--- src/rtl/sand_pkg.sv ---
// Shared cell types, register offsets and screen geometry for the sand fabric.
package sand_pkg;

    typedef enum logic [1:0] {
        EMPTY = 2'd0,
        SAND  = 2'd1,
        WATER = 2'd2,
        WALL  = 2'd3
    } cell_t;

    localparam int SCREEN_W = 640;
    localparam int SCREEN_H = 480;
    localparam int PX_W     = 11;
    localparam int PY_W     = 10;

    // Offsets 0-3 belong to the kernel command block.
    localparam logic [2:0] ADDR_X      = 3'd0;
    localparam logic [2:0] ADDR_Y      = 3'd1;
    localparam logic [2:0] ADDR_CMD    = 3'd2;
    localparam logic [2:0] ADDR_STATUS = 3'd3;
    localparam logic [2:0] ADDR_PX     = 3'd4;
    localparam logic [2:0] ADDR_PY     = 3'd5;
    localparam logic [2:0] ADDR_CELL   = 3'd6;
    localparam logic [2:0] ADDR_RSTAT  = 3'd7;

    localparam logic [15:0] OOB_DATA = 16'hFFFF;

endpackage

--- src/rtl/sand_readback_if.sv ---
// HPS Avalon-MM kernel port plus the screen row memory read port.
interface sand_readback_if
    import sand_pkg::*;
#(
    parameter int ROW_BITS = SCREEN_W * $bits(cell_t)
);
    logic                kernel_chipselect;
    logic                kernel_read;
    logic                kernel_write;
    logic [2:0]          kernel_address;
    logic [15:0]         kernel_writedata;
    logic [15:0]         kernel_readdata;
    logic                kernel_waitrequest;
    logic                mem_rd;
    logic [PY_W-1:0]     mem_row_addr;
    logic [ROW_BITS-1:0] mem_row_data;

    modport slave (
        input  kernel_chipselect, kernel_read, kernel_write, kernel_address,
               kernel_writedata, mem_row_data,
        output kernel_readdata, kernel_waitrequest, mem_rd, mem_row_addr
    );

    modport master (
        output kernel_chipselect, kernel_read, kernel_write, kernel_address,
               kernel_writedata, mem_row_data,
        input  kernel_readdata, kernel_waitrequest, mem_rd, mem_row_addr
    );
endinterface

--- src/rtl/sand_cell_mux.sv ---
// Selects one cell out of a packed screen row; shared with the render path.
module sand_cell_mux
    import sand_pkg::*;
#(
    parameter int WIDTH     = SCREEN_W,
    parameter int CELL_BITS = $bits(cell_t)
) (
    input  logic [WIDTH*CELL_BITS-1:0] row_i,
    input  logic [PX_W-1:0]            x_i,
    output cell_t                      cell_o
);
    localparam int IDX_W = $clog2(WIDTH * CELL_BITS);

    logic [IDX_W-1:0] lsb;

    assign lsb    = IDX_W'(x_i) * IDX_W'(CELL_BITS);
    assign cell_o = cell_t'(row_i[lsb +: CELL_BITS]);
endmodule

--- src/rtl/sand_readback.sv ---
// HPS probe readback: fetch a screen row, return the 2-bit cell at (probe_x, probe_y).
module sand_readback
    import sand_pkg::*;
#(
    parameter int WIDTH       = SCREEN_W,
    parameter int HEIGHT      = SCREEN_H,
    parameter int CELL_BITS   = 2,
    parameter int MEM_LATENCY = 2
) (
    input  logic           clock,
    input  logic           reset,
    sand_readback_if.slave bus
);
    localparam logic [1:0] S_IDLE  = 2'd0;
    localparam logic [1:0] S_FETCH = 2'd1;
    localparam logic [1:0] S_WAIT  = 2'd2;
    localparam logic [1:0] S_DONE  = 2'd3;
    localparam int CNT_W = (MEM_LATENCY > 1) ? $clog2(MEM_LATENCY) : 1;

    logic [1:0]      state_q, state_d;
    logic [PX_W-1:0] probe_x_q, probe_x_d, fetch_x_q, fetch_x_d;
    logic [PY_W-1:0] probe_y_q, probe_y_d, row_addr_q, row_addr_d;
    logic [CNT_W-1:0] cnt_q, cnt_d;
    logic [7:0]      count_q, count_d;
    logic            oob_q, oob_d, mem_rd_q, mem_rd_d;
    logic [15:0]     cell_q, cell_d, status;
    logic            cell_req, in_range, unused_wdata;
    cell_t           cell_sel;

    sand_cell_mux #(.WIDTH(WIDTH), .CELL_BITS(CELL_BITS)) u_mux (
        .row_i  (bus.mem_row_data),
        .x_i    (fetch_x_q),
        .cell_o (cell_sel)
    );

    assign cell_req = bus.kernel_chipselect && bus.kernel_read && (bus.kernel_address == ADDR_CELL);
    assign in_range = (probe_x_q < PX_W'(WIDTH)) && (probe_y_q < PY_W'(HEIGHT));
    assign status   = {count_q, 6'b0, oob_q, state_q != S_IDLE};
    assign unused_wdata = ^bus.kernel_writedata[15:PX_W];

    always_comb begin
        // NOTE: every _d starts as its _q so no path through this block can infer a latch.
        state_d    = state_q;
        probe_x_d  = probe_x_q;
        probe_y_d  = probe_y_q;
        fetch_x_d  = fetch_x_q;
        row_addr_d = row_addr_q;
        cnt_d      = cnt_q;
        count_d    = count_q;
        oob_d      = oob_q;
        cell_d     = cell_q;
        mem_rd_d   = 1'b0;

        if (bus.kernel_chipselect && bus.kernel_write) begin
            if (bus.kernel_address == ADDR_PX) probe_x_d = bus.kernel_writedata[PX_W-1:0];
            if (bus.kernel_address == ADDR_PY) probe_y_d = bus.kernel_writedata[PY_W-1:0];
        end

        // A read that drops before DONE is abandoned; late row data is simply never captured.
        case (state_q)
            S_IDLE: if (cell_req) begin
                if (in_range) begin
                    state_d    = S_FETCH;
                    mem_rd_d   = 1'b1;
                    row_addr_d = probe_y_q;
                    fetch_x_d  = probe_x_q;
                end else begin
                    state_d = S_DONE;
                    cell_d  = OOB_DATA;
                    oob_d   = 1'b1;
                end
            end
            S_FETCH: begin
                state_d = cell_req ? S_WAIT : S_IDLE;
                cnt_d   = CNT_W'(MEM_LATENCY - 1);
            end
            S_WAIT: begin
                if (!cell_req) begin
                    state_d = S_IDLE;
                end else if (cnt_q == '0) begin
                    state_d = S_DONE;
                    cell_d  = 16'(cell_sel);
                    oob_d   = 1'b0;
                end else begin
                    cnt_d = cnt_q - CNT_W'(1);
                end
            end
            default: begin
                state_d = S_IDLE;
                if (cell_req) count_d = count_q + 8'd1;
            end
        endcase
    end

    always_ff @(posedge clock) begin
        // NOTE: state uses non-blocking assignments so every register sees pre-edge values.
        if (!reset) begin
            state_q    <= S_IDLE;
            probe_x_q  <= '0;
            probe_y_q  <= '0;
            fetch_x_q  <= '0;
            row_addr_q <= '0;
            cnt_q      <= '0;
            count_q    <= '0;
            oob_q      <= 1'b0;
            cell_q     <= '0;
            mem_rd_q   <= 1'b0;
        end else begin
            state_q    <= state_d;
            probe_x_q  <= probe_x_d;
            probe_y_q  <= probe_y_d;
            fetch_x_q  <= fetch_x_d;
            row_addr_q <= row_addr_d;
            cnt_q      <= cnt_d;
            count_q    <= count_d;
            oob_q      <= oob_d;
            cell_q     <= cell_d;
            mem_rd_q   <= mem_rd_d;
        end
    end

    // Bus responses are combinational so non-stalling reads finish in the cycle presented.
    assign bus.kernel_waitrequest = reset && cell_req && (state_q != S_DONE);
    assign bus.mem_rd             = mem_rd_q;
    assign bus.mem_row_addr       = row_addr_q;

    always_comb begin
        bus.kernel_readdata = '0;
        if (reset) begin
            if (bus.kernel_address == ADDR_CELL)  bus.kernel_readdata = cell_q;
            if (bus.kernel_address == ADDR_RSTAT) bus.kernel_readdata = status;
        end
    end
endmodule

--- src/flat_wrapper.sv ---
// flat-port wrapper written by rule: the top's interface ports become plain ports
module sand_readback_flat import sand_pkg::*;
#(
    parameter int WIDTH       = SCREEN_W,
    parameter int HEIGHT      = SCREEN_H,
    parameter int CELL_BITS   = 2,
    parameter int MEM_LATENCY = 2
)
  (clock, reset, bus_kernel_chipselect, bus_kernel_read, bus_kernel_write, bus_kernel_address, bus_kernel_writedata, bus_mem_row_data, bus_kernel_readdata, bus_kernel_waitrequest, bus_mem_rd, bus_mem_row_addr);
  sand_readback_if #(.ROW_BITS((640) * 2)) bus_i ();
  input  logic clock;
  input  logic reset;
  input wire logic [$bits(bus_i.kernel_chipselect)-1:0] bus_kernel_chipselect;
  input wire logic [$bits(bus_i.kernel_read)-1:0] bus_kernel_read;
  input wire logic [$bits(bus_i.kernel_write)-1:0] bus_kernel_write;
  input wire logic [$bits(bus_i.kernel_address)-1:0] bus_kernel_address;
  input wire logic [$bits(bus_i.kernel_writedata)-1:0] bus_kernel_writedata;
  input wire logic [$bits(bus_i.mem_row_data)-1:0] bus_mem_row_data;
  output wire logic [$bits(bus_i.kernel_readdata)-1:0] bus_kernel_readdata;
  output wire logic [$bits(bus_i.kernel_waitrequest)-1:0] bus_kernel_waitrequest;
  output wire logic [$bits(bus_i.mem_rd)-1:0] bus_mem_rd;
  output wire logic [$bits(bus_i.mem_row_addr)-1:0] bus_mem_row_addr;
  assign bus_i.kernel_chipselect = bus_kernel_chipselect;
  assign bus_i.kernel_read = bus_kernel_read;
  assign bus_i.kernel_write = bus_kernel_write;
  assign bus_i.kernel_address = bus_kernel_address;
  assign bus_i.kernel_writedata = bus_kernel_writedata;
  assign bus_i.mem_row_data = bus_mem_row_data;
  assign bus_kernel_readdata = bus_i.kernel_readdata;
  assign bus_kernel_waitrequest = bus_i.kernel_waitrequest;
  assign bus_mem_rd = bus_i.mem_rd;
  assign bus_mem_row_addr = bus_i.mem_row_addr;
  sand_readback #(.WIDTH(WIDTH), .HEIGHT(HEIGHT), .CELL_BITS(CELL_BITS), .MEM_LATENCY(MEM_LATENCY)) u_core (.clock(clock), .reset(reset), .bus(bus_i));
endmodule
--- config.mk ---
export PLATFORM = sky130hd
export DESIGN_NAME = sand_readback_flat
export DESIGN_NICKNAME = d
export VERILOG_FILES = /design/src/rtl/sand_pkg.sv /design/src/rtl/sand_readback_if.sv /design/src/rtl/sand_cell_mux.sv /design/src/rtl/sand_readback.sv /design/src/flat_wrapper.sv
export SDC_FILE = /design/constraint.sdc
export NUM_CORES = 1
export LEC_CHECK = 0
export ABC_AREA = 1
export BUFFER_PORTS_ARGS = -buffer_cell sky130_fd_sc_hd__buf_2
export CAP_MARGIN = 20
export CELL_PAD_IN_SITES_DETAIL_PLACEMENT = 0
export CELL_PAD_IN_SITES_GLOBAL_PLACEMENT = 2
export CORE_AREA = 2 2 524 526
export DETAILED_ROUTE_END_ITERATION = 12
export DIE_AREA = 0 0 526 528
export PLACE_DENSITY_LB_ADDON = 0.1
export SETUP_SLACK_MARGIN = 0.2
export SLEW_MARGIN = 40
export SYNTH_ARGS = -nofsm -noshare
export SYNTH_HDL_FRONTEND = slang
export SYNTH_HIERARCHICAL = 1
export SYNTH_SLANG_ARGS = --single-unit
--- constraint.sdc ---
create_clock -name clock -period 2.7 [get_ports clock]
set_input_delay 0.81 -clock clock [delete_from_list [all_inputs] [get_ports clock]]
set_output_delay 0.81 -clock clock [all_outputs]
set_load 0.01 [all_outputs]
Word level (Yosys, flattened, before mapping) --
Cells that the tools add are included.
Cells by class: add/sub/neg operators 2, $lt $le $gt $ge 2, equal/unequal tests 12, shifts and indexed selects 1, multiplexer cells 23, bitwise gates (word level) 1, reductions and logical operators 19
Operators by type and width (number):
- indexed part select 1280 x 12 -> 2 bit | 1
- two-way mux 16 bit | 7
- one-hot mux 16 bit (2 select lines) | 1
- equality test 3 bit, second input constant | 4
- < comparator 11 x 10 -> 1 bit, second input constant | 1
- < comparator 10 x 9 -> 1 bit, second input constant | 1
- two-way mux 2 bit | 5
- AND reduction 2 bit | 5
- adder 8 x 1 -> 8 bit, second input constant | 1
- two-way mux 1 bit | 7
- logical AND 1 bit | 6
- inequality test 2 bit, second input constant | 3
- one-hot mux 2 bit (3 select lines) | 1
- AND reduction 3 bit | 2
- nonzero test 2 bit | 3
- AND reduction 5 bit | 1
- inequality test 2 x 1 -> 1 bit, second input constant | 2
- one-hot mux 1 bit (2 select lines) | 2
- inequality test 3 bit, second input constant | 1
- OR reduction 3 bit | 1
- equality test 2 x 1 -> 1 bit, second input constant | 1
- equality test 2 bit, second input constant | 1
- logical NOT 2 bit | 1
- inverter 1 bit | 1
- subtractor 1 bit, second input constant | 1
Word-level totals: register bits 70, input bits 1304, output and inout bits 28, word-level logic and storage cells 70

Depth between registers and ports, before layout --
word-level depth 5, depth in mapped cells 17, mapped depth without buffers 15

Hierarchy --
Netlist, hierarchy kept.
By module, submodules not included:
- sand_cell_mux | times used 1, cells each 2800, area an instance 12547.0 µm²
- sand_readback | times used 1, cells each 323, area an instance 2404.8 µm²

Worst setup path after synthesis --
OpenSTA, ideal clock, no wires.
path kind in2out, from input port reset, to output port bus_kernel_readdata[3], arrival time 1823 ps, data required time 1890 ps, setup slack 67 ps, stages 4, buffers on the path 2, path through inv_1 clkbuf_1 nor3_1 buf_4
Between the ends: cells in the longest elaborated chain, start to end 1
RTL lines:
- start: declaration | line flat_wrapper.sv:12 | input logic reset;
- two-way mux 16 bit | line sand_readback.sv:129 | if (reset) begin
- end: declaration | line flat_wrapper.sv:19 | output wire logic [$bits(bus_i.kernel_readdata)-1:0] bus_kernel_readdata;
No other way between the ends.

Worst setup path after layout --
from register u_core.fetch_x_q[0], to register u_core.cell_q[0]
Between the ends: cells in the longest elaborated chain, start to end 4
RTL lines:
- start: declaration | line sand_readback.sv:21 | logic [PX_W-1:0] probe_x_q, probe_x_d, fetch_x_q, fetch_x_d;
- start signal: assignment | line sand_readback.sv:112 | fetch_x_q <= fetch_x_d;
- indexed part select 1280 x 12 -> 2 bit | line sand_cell_mux.sv:17 | assign cell_o = cell_t'(row_i[lsb +: CELL_BITS]);
- named net u_core.cell_sel[0] | line sand_readback.sv:28 | cell_t cell_sel;
- two-way mux 16 bit | line sand_readback.sv:80 | end else if (cnt_q == '0) begin
- two-way mux 16 bit | line sand_readback.sv:78 | if (!cell_req) begin
- one-hot mux 16 bit (2 select lines) | line sand_readback.sv:60 | case (state_q)
- end signal: assignment | line sand_readback.sv:117 | cell_q <= cell_d;
- end: declaration | line sand_readback.sv:26 | logic [15:0] cell_q, cell_d, status;
The timed path passes the listed nets, and every way through them passes these cells. The select of a mux whose other input is x is not followed. A chain may end at the register's enable or synchronous reset.

==> results.cfg <==
[cells_and_area]
fillers = 32709
stdcell_area_um2 = 31760
layout_commonest_cell = buf_2
final_core_util = 0.1166
final_cell_mix = buf_2, nand2_1, nand3_1
drive_gt1_frac = 0.4469
fin_nets = 5867
syn_to_final_growth_pct = 112.8

[sta]
slew_headroom = 0.6687
slew_violations = 0
skew_ns = 0.004873
final-hold-violation-count = 0
setup_slack_ns = -0.1321
setup_viol = 2
fmax_ghz = 0.3531
min_period_ns = 2.832
rsz0062_at_grt = true
worst_slew_pin_slew_ns = 0.4962
whs_ns = 0.4493
fin_crit_sh = 1.049

[worst_setup_path]
crit_path_end = u_core/cell_q[0]
startpoint = u_core/fetch_x_q[0]
required_ns = 2.92
worst_setup_path_start_kind = flop
cp-end-kind = flop
crit_arrival_ns = 3.05
r2r-start = u_core/fetch_x_q[0]
r2r_slack_ns = -0.13
worst-path-max-fanout = 17
worstSetupPathType = flop to flop
reg2reg_to = u_core/cell_q[0]
ff2ff_path_depth = 20

[floorplanning]
core-area_um2 = 272400
num_rows = 192
fp.dieH_um = 528
die_area_um2 = 277700
start_util = 0.05478
die_x_um = 526
io_pins = 1332

[clock_network]
htree_levels = 2
cts_buffer_depth = 2
clockRootBuffer = clkbuf_16
clk_pin_slew_ns = 0.08
cts_sinks = 56
clkLatencyLatePin_ns = 0.31
cts_buffers = 5
cts_tree = yes

[yosys]
synth_area_um2 = 14920
syn_avg_cell_area_um2 = 4.783
yosysWarningCount = 6
syn_nets = 4425
synthCells = 3120

[global_route]
grt_pass1_wl_mm = 288.2
antenna_found_initial = 247
grt_pass1_vias = 29980
grt_max_degree = 47
gr-usage-all-layers = 0.1535
grt_overflow = 0

[detailed_routing]
num_vias = 28516
remaining_drc_errors = 0
vias_per_cell = 3.472
wl_per_cell_um = 27.50
drt-pass1-iter-count = 5
detail-route-antenna-nets = 0
drt-total-wl_mm = 225.8
drtIter0Drc = 1248

[placement]
port_buffers = 1326
place_congestion = 0.8197
post-place-ws_ns = -0.6300
hpwl_mm = 186.7
dpl_cell_area_um2 = 28120

[job]
maxCapViolCount = 0

[status]
status = finished with violations
failed_checks = setup timing

[power]
cellPowerDensity_nw_per_um2 = 156.3
p_leak_nw = 14.66
ir_worst_vdd_uv = 214.9

[hold_path]
hold_depth = 2
worstHoldStart = u_core/probe_y_q[0]
worstHoldPathType = flop to flop
[registers in the layout, summed over array words and instances, names as in the netlist]
register                 count
u_core/bus.mem_row_addr     10
u_core/cell_q                3
u_core/fetch_x_q            10
u_core/cnt_q                 1
u_core/bus.mem_rd            1
u_core/probe_y_q            10
u_core/probe_x_q            11
u_core/state_q               2
u_core/count_q               8
[layer usage]
layer,track usage,vias to the layer above,wire [um]
li1,-,13488,-
met1,0.1803,13314,93360
met2,0.2856,1157,114200
met3,0.03774,417,13260
met4,0.01720,140,4048
met5,0,-,877
[where the power goes]
part | internal (mW) | leakage (nW) | total, mW | switching, mW
clock | 0.374 | 0.0776 | 0.741 | 0.366
sequential | 0.834 | 0.457 | 0.848 | 0.0141
combinational | 1.51 | 14.1 | 3.38 | 1.87
total | 2.72 | 14.7 | 4.96 | 2.25
[through the flow]
stage / power, mW / TNS [ns] / cells
after floorplan: 1.842 / 0 / 3120
after global placement: 4.040 / -2.761 / 8094
after detailed placement: 4.011 / -2.736 / 8094
after CTS: 5.056 / -0.3154 / 8141
after global routing: 5.386 / -0.5332 / 8173
final: 4.964 / -0.2596 / 8212
[worst max-delay path: stages, from the launching register on]
cell and delay, ns:
dfxtp_4 0.36, buf_12 0.20, clkinv_16 0.15, buf_12 0.18
buf_12 0.15, buf_12 0.17, nand2_1 0.06, nand3_1 0.13
nand3_2 0.14, nand3_2 0.11, nand3_1 0.11, nand3_2 0.12
buf_12 0.17, nand2_1 0.06, nand2_1 0.10, nand3_2 0.10
nand3_2 0.08, nand3_2 0.10, nand2_4 0.06, nor2_4 0.07
nor2_1 0.04
[cell type report]
class	instances	area [um2]	share of cell area
timing repair inverter	2	32.53	0.001024
clock inverter	2	13.76	0.0004333
inverter	59	295.3	0.009296
antenna	60	150.1	0.004727
timing repair buffer	1728	11740	0.3697
sequential	56	1144	0.03600
clock buffer	6	138.9	0.004372
tap	3589	4491	0.1414
multi-input combinational	2710	13750	0.4330
[how the worst min path moves through the flow]
| stage | endpoint | slack (ns) |
|---|---|---|
| 5_1_grt | u_core/probe_x_q[0] | 0.47 |
| 6_report | u_core/probe_y_q[0] | 0.45 |
| 3_3_place_gp | u_core/probe_x_q[1] | 0.44 |
| 2_1_floorplan | u_core/probe_x_q[0] | 0.42 |
| 4_1_cts | u_core/probe_x_q[1] | 0.45 |
| 3_5_place_dp | u_core/probe_y_q[1] | 0.44 |
[repair_timing]
action	in CTS	in global routing
setup endpoints to repair	19	19
pin swaps	25	34
gates resized for setup	346	176
setup buffers	17	6
hold buffers	0	0
cloned	22	5
hold endpoints to repair	0	0
No activity file was read; power rests on OpenSTA's default activity.
